**src/rtl/load_store_unit_pkg.sv**
```systemverilog
// load_store_unit_pkg: size encodings, FSM states and defaults shared by the load/store unit.
package load_store_unit_pkg;
  localparam logic [1:0] SZ_BYTE = 2'b00;
  localparam logic [1:0] SZ_HALF = 2'b01;
  localparam logic [1:0] SZ_WORD = 2'b10;
  localparam int MEM_WORDS_DEF = 128;
  typedef enum logic [2:0] {IDLE, RD, WR, RMW_WR, RESP} state_t;
endpackage

```
**src/rtl/load_store_unit_lane_formatter.sv**
```systemverilog
// lsu_lane_formatter: little-endian lane extraction with sign/zero extension for loads,
// and lane merge of a store operand into a read word for sub-word stores.
module lsu_lane_formatter
  import load_store_unit_pkg::*;
(
  input  logic [31:0] word,
  input  logic [1:0]  lane,
  input  logic [1:0]  size,
  input  logic        is_unsigned,
  input  logic [31:0] operand,
  output logic [31:0] load_val,
  output logic [31:0] merged
);
  logic [7:0]  b;
  logic [15:0] h;
  assign b = 8'(word >> {lane, 3'b000});
  assign h = 16'(word >> {lane[1], 4'b0000});
  assign load_val = size == SZ_BYTE ? {{24{b[7] & ~is_unsigned}}, b}
                  : size == SZ_HALF ? {{16{h[15] & ~is_unsigned}}, h} : word;
  assign merged = size == SZ_BYTE
                ? (word & ~(32'h0000_00FF << {lane, 3'b000})) | (32'(operand[7:0]) << {lane, 3'b000})
                : size == SZ_HALF
                ? (word & ~(32'h0000_FFFF << {lane[1], 4'b0000})) | (32'(operand[15:0]) << {lane[1], 4'b0000})
                : operand;
endmodule

```
**src/rtl/load_store_unit.sv**
```systemverilog
// load_store_unit: multi-cycle byte/half/word load/store to word-addressed memory,
// sub-word stores via read-modify-write, bad requests faulted before any access.
module load_store_unit
  import load_store_unit_pkg::*;
#(
  parameter int MEM_WORDS = MEM_WORDS_DEF
) (
  input  logic        clk,
  input  logic        rst_n,
  input  logic        start,
  input  logic        load,
  input  logic        store,
  input  logic [1:0]  size,
  input  logic        is_unsigned,
  input  logic [31:0] addr,
  input  logic [31:0] store_data,
  input  logic [31:0] mem_read_data,
  output logic [31:0] mem_addr,
  output logic [31:0] mem_write_data,
  output logic        mem_read,
  output logic        mem_write,
  output logic [31:0] load_data,
  output logic        busy,
  output logic        done,
  output logic        fault
);
  state_t      state, state_nx;
  logic [1:0]  lane_q, size_q;
  logic        uns_q, ld_q, flt_q, bad;
  logic [31:0] fmt_load, fmt_merge;
  assign bad = (load == store) || size == 2'b11 || (size == SZ_HALF && addr[0])
            || (size == SZ_WORD && addr[1:0] != 2'b00)
            || ({2'b00, addr[31:2]} >= 32'(MEM_WORDS));
  lsu_lane_formatter u_fmt (
    .word        (mem_read_data),
    .lane        (lane_q),
    .size        (size_q),
    .is_unsigned (uns_q),
    .operand     (mem_write_data),
    .load_val    (fmt_load),
    .merged      (fmt_merge)
  );
  always_comb begin
    state_nx = IDLE;
    if (state == IDLE)
      state_nx = !start ? IDLE : bad ? RESP : (load || size != SZ_WORD) ? RD : WR;
    else if (state == RD)
      state_nx = ld_q ? RESP : RMW_WR;
    else if (state == WR || state == RMW_WR)
      state_nx = RESP;
    mem_read  = state == RD;
    mem_write = state == WR || state == RMW_WR;
    busy      = state != IDLE;
    done      = state == RESP;
    fault     = state == RESP && flt_q;
  end
  always_ff @(posedge clk or negedge rst_n) begin
    if (!rst_n) begin
      state          <= IDLE;
      mem_addr       <= '0;
      mem_write_data <= '0;
      load_data      <= '0;
      lane_q         <= '0;
      size_q         <= '0;
      uns_q          <= 1'b0;
      ld_q           <= 1'b0;
      flt_q          <= 1'b0;
    end else begin
      state <= state_nx;
      if (state == IDLE && start) begin
        mem_addr       <= {2'b00, addr[31:2]};
        mem_write_data <= store_data;
        lane_q         <= addr[1:0];
        size_q         <= size;
        uns_q          <= is_unsigned;
        ld_q           <= load;
        flt_q          <= bad;
      end
      // the store operand register becomes the merged word for the RMW write
      if (state == RD && ld_q) load_data <= fmt_load;
      if (state == RD && !ld_q) mem_write_data <= fmt_merge;
    end
  end
endmodule

```
**config.mk**
```make
export PLATFORM = sky130hd
export DESIGN_NAME = load_store_unit
export DESIGN_NICKNAME = d
export VERILOG_FILES = /design/src/rtl/load_store_unit_pkg.sv /design/src/rtl/load_store_unit_lane_formatter.sv /design/src/rtl/load_store_unit.sv
export SDC_FILE = /design/constraint.sdc
export NUM_CORES = 1
export LEC_CHECK = 0
export CAP_MARGIN = 10
export CORE_MARGIN = 2
export CORE_UTILIZATION = 44
export CTS_CLUSTER_DIAMETER = 30
export DETAILED_ROUTE_END_ITERATION = 10
export HOLD_SLACK_MARGIN = 0.05
export MAX_ROUTING_LAYER = met4
export PLACE_DENSITY = 0.81
export SLEW_MARGIN = 20
export SYNTH_ARGS = -nofsm -noshare
export SYNTH_HDL_FRONTEND = slang
export SYNTH_SLANG_ARGS = --single-unit
```
**constraint.sdc**
```tcl
create_clock -name clk -period 2.5 [get_ports clk]
set_clock_uncertainty 0.1 [all_clocks]
set_input_delay 0.5 -clock clk [delete_from_list [all_inputs] [get_ports clk]]
set_output_delay 0.5 -clock clk [all_outputs]
set_load 0.01 [all_outputs]
```
==> results of run 1 <==
## critical path: stages (launching register included)
cell and delay [ns]:
dfrtp_1 0.48, nor3b_2 0.26, and2_1 0.15, clkdlybuf4s50_1 0.54
## worst paths after layout
kind,to,slack (ns),cells after the start
setup / recovery,fault,0.13,3
hold / removal,mem_addr[11],0.37,2
setup reg to reg,mem_write_data[22],0.40,4
hold reg to reg,mem_addr[11],0.37,2
max in group asynchronous,mem_addr[15],0.97,3
min in group asynchronous,load_data[18],0.58,2
## Yosys cell counts (2+ instances only)
cell type / instances / area share, %
a211oi_1: 10 / 1.4
a21oi_1: 30 / 2.9
a221oi_1: 8 / 1.4
a22oi_1: 8 / 1.2
a31o_2: 2 / 0.34
a31oi_1: 3 / 0.36
a41oi_1: 8 / 1.4
and2_1: 4 / 0.48
buf_1: 9 / 0.65
buf_2: 7 / 0.68
buf_4: 2 / 0.29
buf_6: 2 / 0.43
clkbuf_1: 24 / 1.7
dfrtp_1: 104 / 50
inv_1: 4 / 0.29
mux2i_1: 8 / 1.5
mux4_2: 6 / 2.6
nand2_1: 154 / 11
nand3_1: 7 / 0.68
nor2_1: 51 / 3.7
nor2b_1: 4 / 0.48
nor3_1: 30 / 2.9
nor3b_1: 3 / 0.43
nor4_1: 5 / 0.60
o211ai_1: 5 / 0.72
o21a_1: 7 / 1.0
o21ai_0: 5 / 0.48
o22a_1: 8 / 1.4
o22ai_1: 10 / 1.2
o2bb2ai_1: 8 / 1.4
o31ai_1: 7 / 1.0
o41ai_1: 8 / 1.4
or2_2: 2 / 0.24
## per-stage QoR
stage / hold slack (ns) / power [mW]
2_1_floorplan: 0.104 / 2.47
3_3_place_gp: 0.356 / 3.15
3_5_place_dp: 0.362 / 3.18
4_1_cts: 0.379 / 4.67
5_1_grt: 0.399 / 4.85
6_report: 0.375 / 4.66
## cells by family after synthesis
group           after synthesis  synth area share (%)
other cells                   1                0.0724
mux                          14                  4.15
simple gates                271                  22.6
buf+inv                      48                  4.08
xor+xnor                      1                 0.169
compound gates              134                  18.7
flops                       104                  50.2
## final cells by class
type / instances / share of cell area [%]
Tap cell: 143 / 2.30
Clock inverter: 6 / 1.08
Multi-Input combinational cell: 422 / 30.7
Inverter: 4 / 0.193
Timing Repair Buffer: 234 / 29.3
Clock buffer: 10 / 2.94
Sequential cell: 104 / 33.5
## power by group
part / switching, mW / internal, mW / leakage, nW / total, mW
Combinational: 0.558 / 0.621 / 1.91 / 1.18
Clock: 0.621 / 0.875 / 0.156 / 1.50
Sequential: 0.149 / 1.83 / 1.18 / 1.98
Total: 1.33 / 3.33 / 3.24 / 4.66
## repair_timing
item / CTS / global route
gates resized for setup: 1 / 2
setup endpoints to repair: 1 / 2
hold endpoints to repair: 20 / 0
gates cloned: 0 / 0
hold buffers: 1 / 0
## routing by layer
layer	wire, um	up-vias	GRT usage [%]
met1	7300	2586	38.4
li1	-	2436	-
met5	0	-	-
met2	8570	317	47.0
met3	1660	32	5.67
met4	515	0	9.76
==> results_dict.tcl, run 1 <==
set metrics [dict create \
    status "finished clean" \
    place_ws_ns 0.0837 \
    nets 879 \
    synth-edff-count 0 \
    routabilityCongestion 0.920 \
    utilization_pct 67.8 \
    num-fill-cells 887 \
    drv_cap 0 \
    regArea_um2 2600 \
    area_growth_pct 50.1 \
    ant_nets 0 \
    place.port_buffers 202 \
    ctsRootBufferMaster "clkbuf_16" \
    placed_cells 906 \
    p_leak_nw 3.24 \
    finalWirelength_um 18100 \
    tightestPinTransition_ns 0.624 \
    grt_pass1_wl_um 28400 \
    final_common_cell "clkdlybuf4s50_1" \
    period_share_pct 94.8 \
    hold_violations 0 \
    numCtsBuffers 9 \
    crit_arrival_ns 1.77 \
    track_usage_pct 29.5 \
    grt_max_degree 43 \
    holdCritPathClass "reg -> reg" \
    layout_setup_ws_ns 0.129 \
    ys_types 53 \
    relSlewSlack_pct 58.3 \
    drv_slew 0 \
    setup_viol 0 \
    dp_hpwl_um 13800 \
    start_kind "flop" \
    layout_common_cells "201 x clkdlybuf4s50_1, 154 x nand2_1, 103 x dfrtp_1" \
    cts_buffer_depth 2 \
    finalCriticalPeriod_ns 2.37 \
    wl_per_cell_um 19.6 \
    fin_area_um2 7770 \
    fmax_mhz 422 \
    synth-seq-area-share_pct 50.2 \
    ir_drop_mv 0.339 \
    htree_levels 3 \
    pin_count 205 \
    row_count 39 \
    power_density_nw_per_um2 599 \
    synthCells 573 \
    cts_tree "built" \
    initial_utilization_pct 45.2 \
    cts_setup_buffers 0 \
    dr.pass1.iters 7 \
    syn_avg_cell_area_um2 9.04 \
    cts.sinks 104 \
    viasPerCell 5.82 \
    overflow 0 \
    ys_seq_elements 104 \
    die-area_um2 12700 \
    worst-path-max-fanout 10 \
    drt_iter0_markers 393 \
    startpoint "state[0]" \
    worstSkewPairLatency_ns 0.34 \
    layout-drive-gt1-share_pct 8.72 \
    final.setup.tns_ns 0 \
    hold_path_startpoint "mem_addr[11]" \
    end_kind "output port" \
    stdcell_count 923 \
    syn_area_um2 5180 \
    rsz0062_at_grt "false" \
    clk_pin_slew_worst_paths_ns 0.07 \
    r2r_start "size_q[1]" \
    grt_antenna_before_repair 0 \
    core_um2 11500 \
    num_vias 5371 \
    drc_errors 0 \
    first_global_vias 5378 \
    synth_warnings 0 \
    antenna_cells 0 \
    crit_type "reg -> out" \
    multi_input_area_um2 2390 \
    synthFlopType "dfrtp_1" \
    dpl_cell_area_um2 7440 \
    ys_async_sr_fraction_pct 100 \
    die_width_um 113 \
    fp.dieH_um 113 \
    critPathRequiredTime_ns 1.90 \
]
(Power assumes the default switching activity.)
==> run 2, diff against run 1 <==
Settings changed: CORE_UTILIZATION 44 to 40, PLACE_DENSITY 0.81 to 0.75.
==> results_dict.tcl, run 2 (synthesis gave the netlist of run 1 again) <==
set metrics [dict create \
    place.port_buffers 202 \
    grt_max_degree 69 \
    start_kind "flop" \
    area_growth_pct 49.4 \
    drv_slew 0 \
    ir_drop_mv 0.355 \
    utilization_pct 61.3 \
    worstRegToRegCells 4 \
    path_cells "nor3b_2, and2_1, clkdlybuf4s50_1" \
    fin_area_um2 7740 \
    final.setup.tns_ns 0 \
    drt_iter0_markers 464 \
    dr.pass1.iters 5 \
    grt_pass1_wl_um 28900 \
    dpl_cell_area_um2 7470 \
    path_delay_family "buffers and inverters" \
    stdcell_count 946 \
    drv_cap 0 \
    grt_antenna_before_repair 0 \
    holdCritPathClass "in -> async" \
    viasPerCell 5.62 \
    setup_viol 0 \
    finalWirelength_um 18300 \
    cp_slowest_stage_delay_ns 0.55 \
    drc_errors 0 \
    end_kind "output port" \
    die-area_um2 13900 \
    htree_levels 3 \
    row_count 41 \
    ctsRootBufferMaster "clkbuf_16" \
    routabilityCongestion 0.929 \
    relSlewSlack_pct 50.9 \
    hold_ws_ns 0.0618 \
    layout_common_cells "201 x clkdlybuf4s50_1, 154 x nand2_1, 103 x dfrtp_1" \
    num_vias 5316 \
    die_width_um 118 \
    initial_utilization_pct 41.0 \
    r2r_start "state[1]" \
    clk_pin_slew_worst_paths_ns 0.07 \
    worstSkewPairLatency_ns 0.34 \
    p_clk_share_pct 29.0 \
    p_leak_nw 3.20 \
    numCtsBuffers 9 \
    place_ws_ns 0.150 \
    dp_hpwl_um 13800 \
    tightestPinTransition_ns 0.734 \
    nets 875 \
    crit_arrival_ns 1.79 \
    power.net_switching_mw 1.31 \
    crit_type "reg -> out" \
    fp.dieH_um 118 \
    layout-drive-gt1-share_pct 7.88 \
    pwr-share-seq_pct 44.4 \
    ant_nets 0 \
    total_power_mw 4.45 \
    finalCriticalPeriod_ns 2.39 \
    hold_violations 0 \
    pin_count 205 \
    final_common_cell "clkdlybuf4s50_1" \
    period_share_pct 95.6 \
    swShare_pct 29.5 \
    p_int_mw 3.14 \
    critPathRequiredTime_ns 1.90 \
    core_um2 12600 \
    antenna_cells 0 \
    num-fill-cells 1117 \
    cts_setup_buffers 0 \
    cts_buffer_depth 2 \
    track_usage_pct 27.2 \
    cp_slowest_cell "clkdlybuf4s50_1" \
    hold_buffers 0 \
    placed_cells 932 \
    worst-path-max-fanout 9 \
    status "finished clean" \
    power_density_nw_per_um2 575 \
    cts_tree "built" \
    rrSetupSlack_ns 0.25 \
    layout_setup_ws_ns 0.110 \
    cts.sinks 104 \
    startpoint "state[1]" \
    fmax_mhz 418 \
    p_comb_share_pct 26.6 \
    rsz0062_at_grt "false" \
    wl_per_cell_um 19.3 \
    overflow 0 \
    cp_num_buf_inv 1 \
    first_global_vias 5409 \
]
[run 2: changes by cell type in the layout (fill, tap and decap cells not counted), sizes merged]
cell / previous run / this run
clkinv: 4 / 1
clkbuf: 10 / 13
buf: 32 / 29
dlygate4sd3: 1 / 0
bufinv: 2 / 0
[run 2: power by group through the flow]
stage / logic, mW / registers (mW) / clock network, mW
3_3_place_gp: 1.15 / 1.99 / 0
4_1_cts: 1.18 / 1.97 / 1.30
3_5_place_dp: 1.18 / 2.00 / 0
5_1_grt: 1.27 / 1.99 / 1.39
2_1_floorplan: 0.447 / 2.02 / 0
6_report: 1.19 / 1.98 / 1.29
[run 2: area by class of cell]
| type | instances | area, um2 | area share [%] |
|---|---|---|---|
| Clock inverter | 1 | 5.00 | 0.0647 |
| Tap cell | 172 | 215 | 2.78 |
| Clock buffer | 13 | 250 | 3.23 |
| Inverter | 4 | 15.0 | 0.194 |
| Multi-Input combinational cell | 422 | 2390 | 30.9 |
| Timing Repair Buffer | 230 | 2250 | 29.1 |
| Sequential cell | 104 | 2600 | 33.6 |
[run 2: repair_timing]
action / CTS / global route
endpoints found under the setup margin: 0 / 2
endpoints found under the hold margin: 0 / 0
resized for setup: 0 / 4
[run 2: routing by layer]
| metal | track usage, % | routed length (um) | part of all wire (%) |
|---|---|---|---|
| met1 | 34.3 | 7470 | 41 |
| met2 | 41.1 | 8320 | 46 |
| met3 | 6.59 | 1680 | 9.2 |
| met4 | 13.5 | 807 | 4.4 |
| met5 | - | 0 | 0 |
[run 2: worst max path at each step]
| stage | to | cells past startpoint |
|---|---|---|
| 3_5_place_dp | load_data[17] | 5 |
| 4_1_cts | fault | 3 |
| 6_report | fault | 3 |
| 2_1_floorplan | flop | 6 |
| 5_1_grt | fault | 3 |
| 3_3_place_gp | load_data[31] | 5 |
==> run 3, diff against run 2 <==
Settings changed: PLACE_DENSITY 0.75 to 0.78, SETUP_SLACK_MARGIN from default to 0.4.
Clock period 2.5 ns to 2.1 ns, I/O delays scaled along.
==> results_dict.tcl, run 3 (synthesis gave the netlist of run 1 again) <==
set metrics [dict create \
    status "complete, but fails checks" \
    violations "setup timing" \
    cts.sinks 104 \
    cp_slowest_cell "a221oi_2" \
    ctsRootBufferMaster "clkbuf_16" \
    overflow 0 \
    antenna_cells 0 \
    row_count 41 \
    viasPerCell 6.04 \
    layout-drive-gt1-share_pct 29.2 \
    cts_tree "built" \
    drt_iter0_markers 505 \
    num-fill-cells 836 \
    cp_slowest_stage_delay_ns 0.49 \
    finalCriticalPeriod_ns 2.12 \
    power_density_nw_per_um2 613 \
    finalWirelength_um 23100 \
    grt_max_degree 40 \
    place_ws_ns -0.130 \
    place.port_buffers 202 \
    die-area_um2 13900 \
    final.setup.tns_ns -0.0168 \
    dp_hpwl_um 14500 \
    pin_count 205 \
    dr.pass1.iters 8 \
    clk_pin_slew_worst_paths_ns 0.06 \
    path_delay_family "simple AND/OR/NAND/NOR gates" \
    drv_slew 0 \
    drc_errors 0 \
    worst-path-max-fanout 10 \
    fmax_mhz 472 \
    first_global_vias 5832 \
    worstRegToRegCells 5 \
    layout_common_cells "151 x nand2_1, 98 x clkdlybuf4s50_1, 97 x dlygate4sd2_1" \
    area_growth_pct 80.9 \
    num_vias 6211 \
    layout_setup_ws_ns -0.0168 \
    rsz0062_at_grt "true" \
    cts_buffer_depth 2 \
    cp_num_buf_inv 1 \
    htree_levels 3 \
    stdcell_count 1028 \
    drv_cap 0 \
    crit_type "reg -> reg" \
    grt_busiest_layer "met2" \
    grt_pass1_wl_um 31900 \
    setup_viol 1 \
    critPathRequiredTime_ns 2.22 \
    routabilityCongestion 0.938 \
    period_share_pct 101 \
    holdCritPathClass "reg -> reg" \
    grtUsageMet3_pct 7.32 \
    die_width_um 118 \
    placed_cells 960 \
    core_um2 12600 \
    grt_antenna_before_repair 0 \
    start_kind "flop" \
    hold_violations 0 \
    hold_ws_ns 0.371 \
    r2r_start "lane_q[1]" \
    cp.depth 5 \
    track_usage_pct 30.3 \
    startpoint "lane_q[1]" \
    worstSkewPairLatency_ns 0.35 \
    nets 957 \
    met2_usage_pct 49.7 \
    ir_drop_mv 0.465 \
    initial_utilization_pct 41.0 \
    final_common_cell "nand2_1" \
    total_power_mw 5.74 \
    fp.dieH_um 118 \
    end_kind "flop" \
    numCtsBuffers 9 \
    path_cells "buf_4, nor2b_1, nand2_2, a221oi_2, o41ai_4" \
    ant_nets 0 \
    wl_per_cell_um 22.5 \
    rrSetupSlack_ns -0.02 \
    p_leak_nw 4.07 \
    grt.met1_usage_pct 35.4 \
    crit_arrival_ns 2.24 \
]
[run 3: cell count changes in the layout (fill, tap and decap cells not counted), sizes merged]
cell / delta
bufbuf: +1
or3b: +1
dlymetal6s2s: +1
clkbuf: +1
buf: +80
clkinv: +2
dlygate4sd3: +1
clkdlybuf4s50: -103
clkinvlp: +1
dlygate4sd2: +97
[run 3: final cells by class]
cell class              count  area [um2]  area share, %
well taps                 172         215           2.30
clock inverters             4        22.5          0.240
multi-input cells         423        3140           33.5
inverters                   4        15.0          0.160
repair buffers            311        3120           33.3
clock buffers              10         239           2.55
flip-flops and latches    104        2620           27.9
[run 3: tightest hold or removal path, cell delays in order, from the launching register on]
cell and delay [ns]:
dfrtp_1 0.34, nand2_1 0.05, nand2_1 0.05
[run 3: per-stage QoR]
stage	utilization, %	area, um2
after floorplan	-	5300
after global placement	62.0	7830
final	74.3	9370
after detailed placement	62.0	7830
after global routing	74.3	9370
after CTS	69.1	8720
[run 3: how the worst min path moves through the flow]
stage,cells past startpoint,endpoint,start,slack (ns)
after global placement,1,load_data[1],rst_n,0.28
after detailed placement,1,load_data[1],rst_n,0.29
after CTS,2,mem_addr[20],mem_addr[20],0.37
after floorplan,0,asynchronous set/reset pin,rst_n,0.02
final,2,mem_addr[2],mem_addr[2],0.37
after global routing,2,mem_addr[20],mem_addr[20],0.39
[run 3: per-layer routing]
metal  up-vias  share of wire, %
met1      2960                34
li1       2602                 -
met5         -                 0
met2       524                49
met4         0               6.0
met3       125                11
[run 3: report_power, final]
part	total, mW	switching (mW)	internal [mW]	leakage, nW
sequential	2.34	0.150	2.19	1.16
combinational	1.86	0.964	0.900	2.78
clock	1.54	0.726	0.817	0.130
total	5.74	1.84	3.90	4.07
[run 3: what timing repair did]
item,CTS,global route
resized for setup,204,84
pin swaps,37,38
hold buffers,1,0
endpoints found under the hold margin,30,0
setup buffers,27,12
setup endpoints to repair,195,76
cloned,8,6
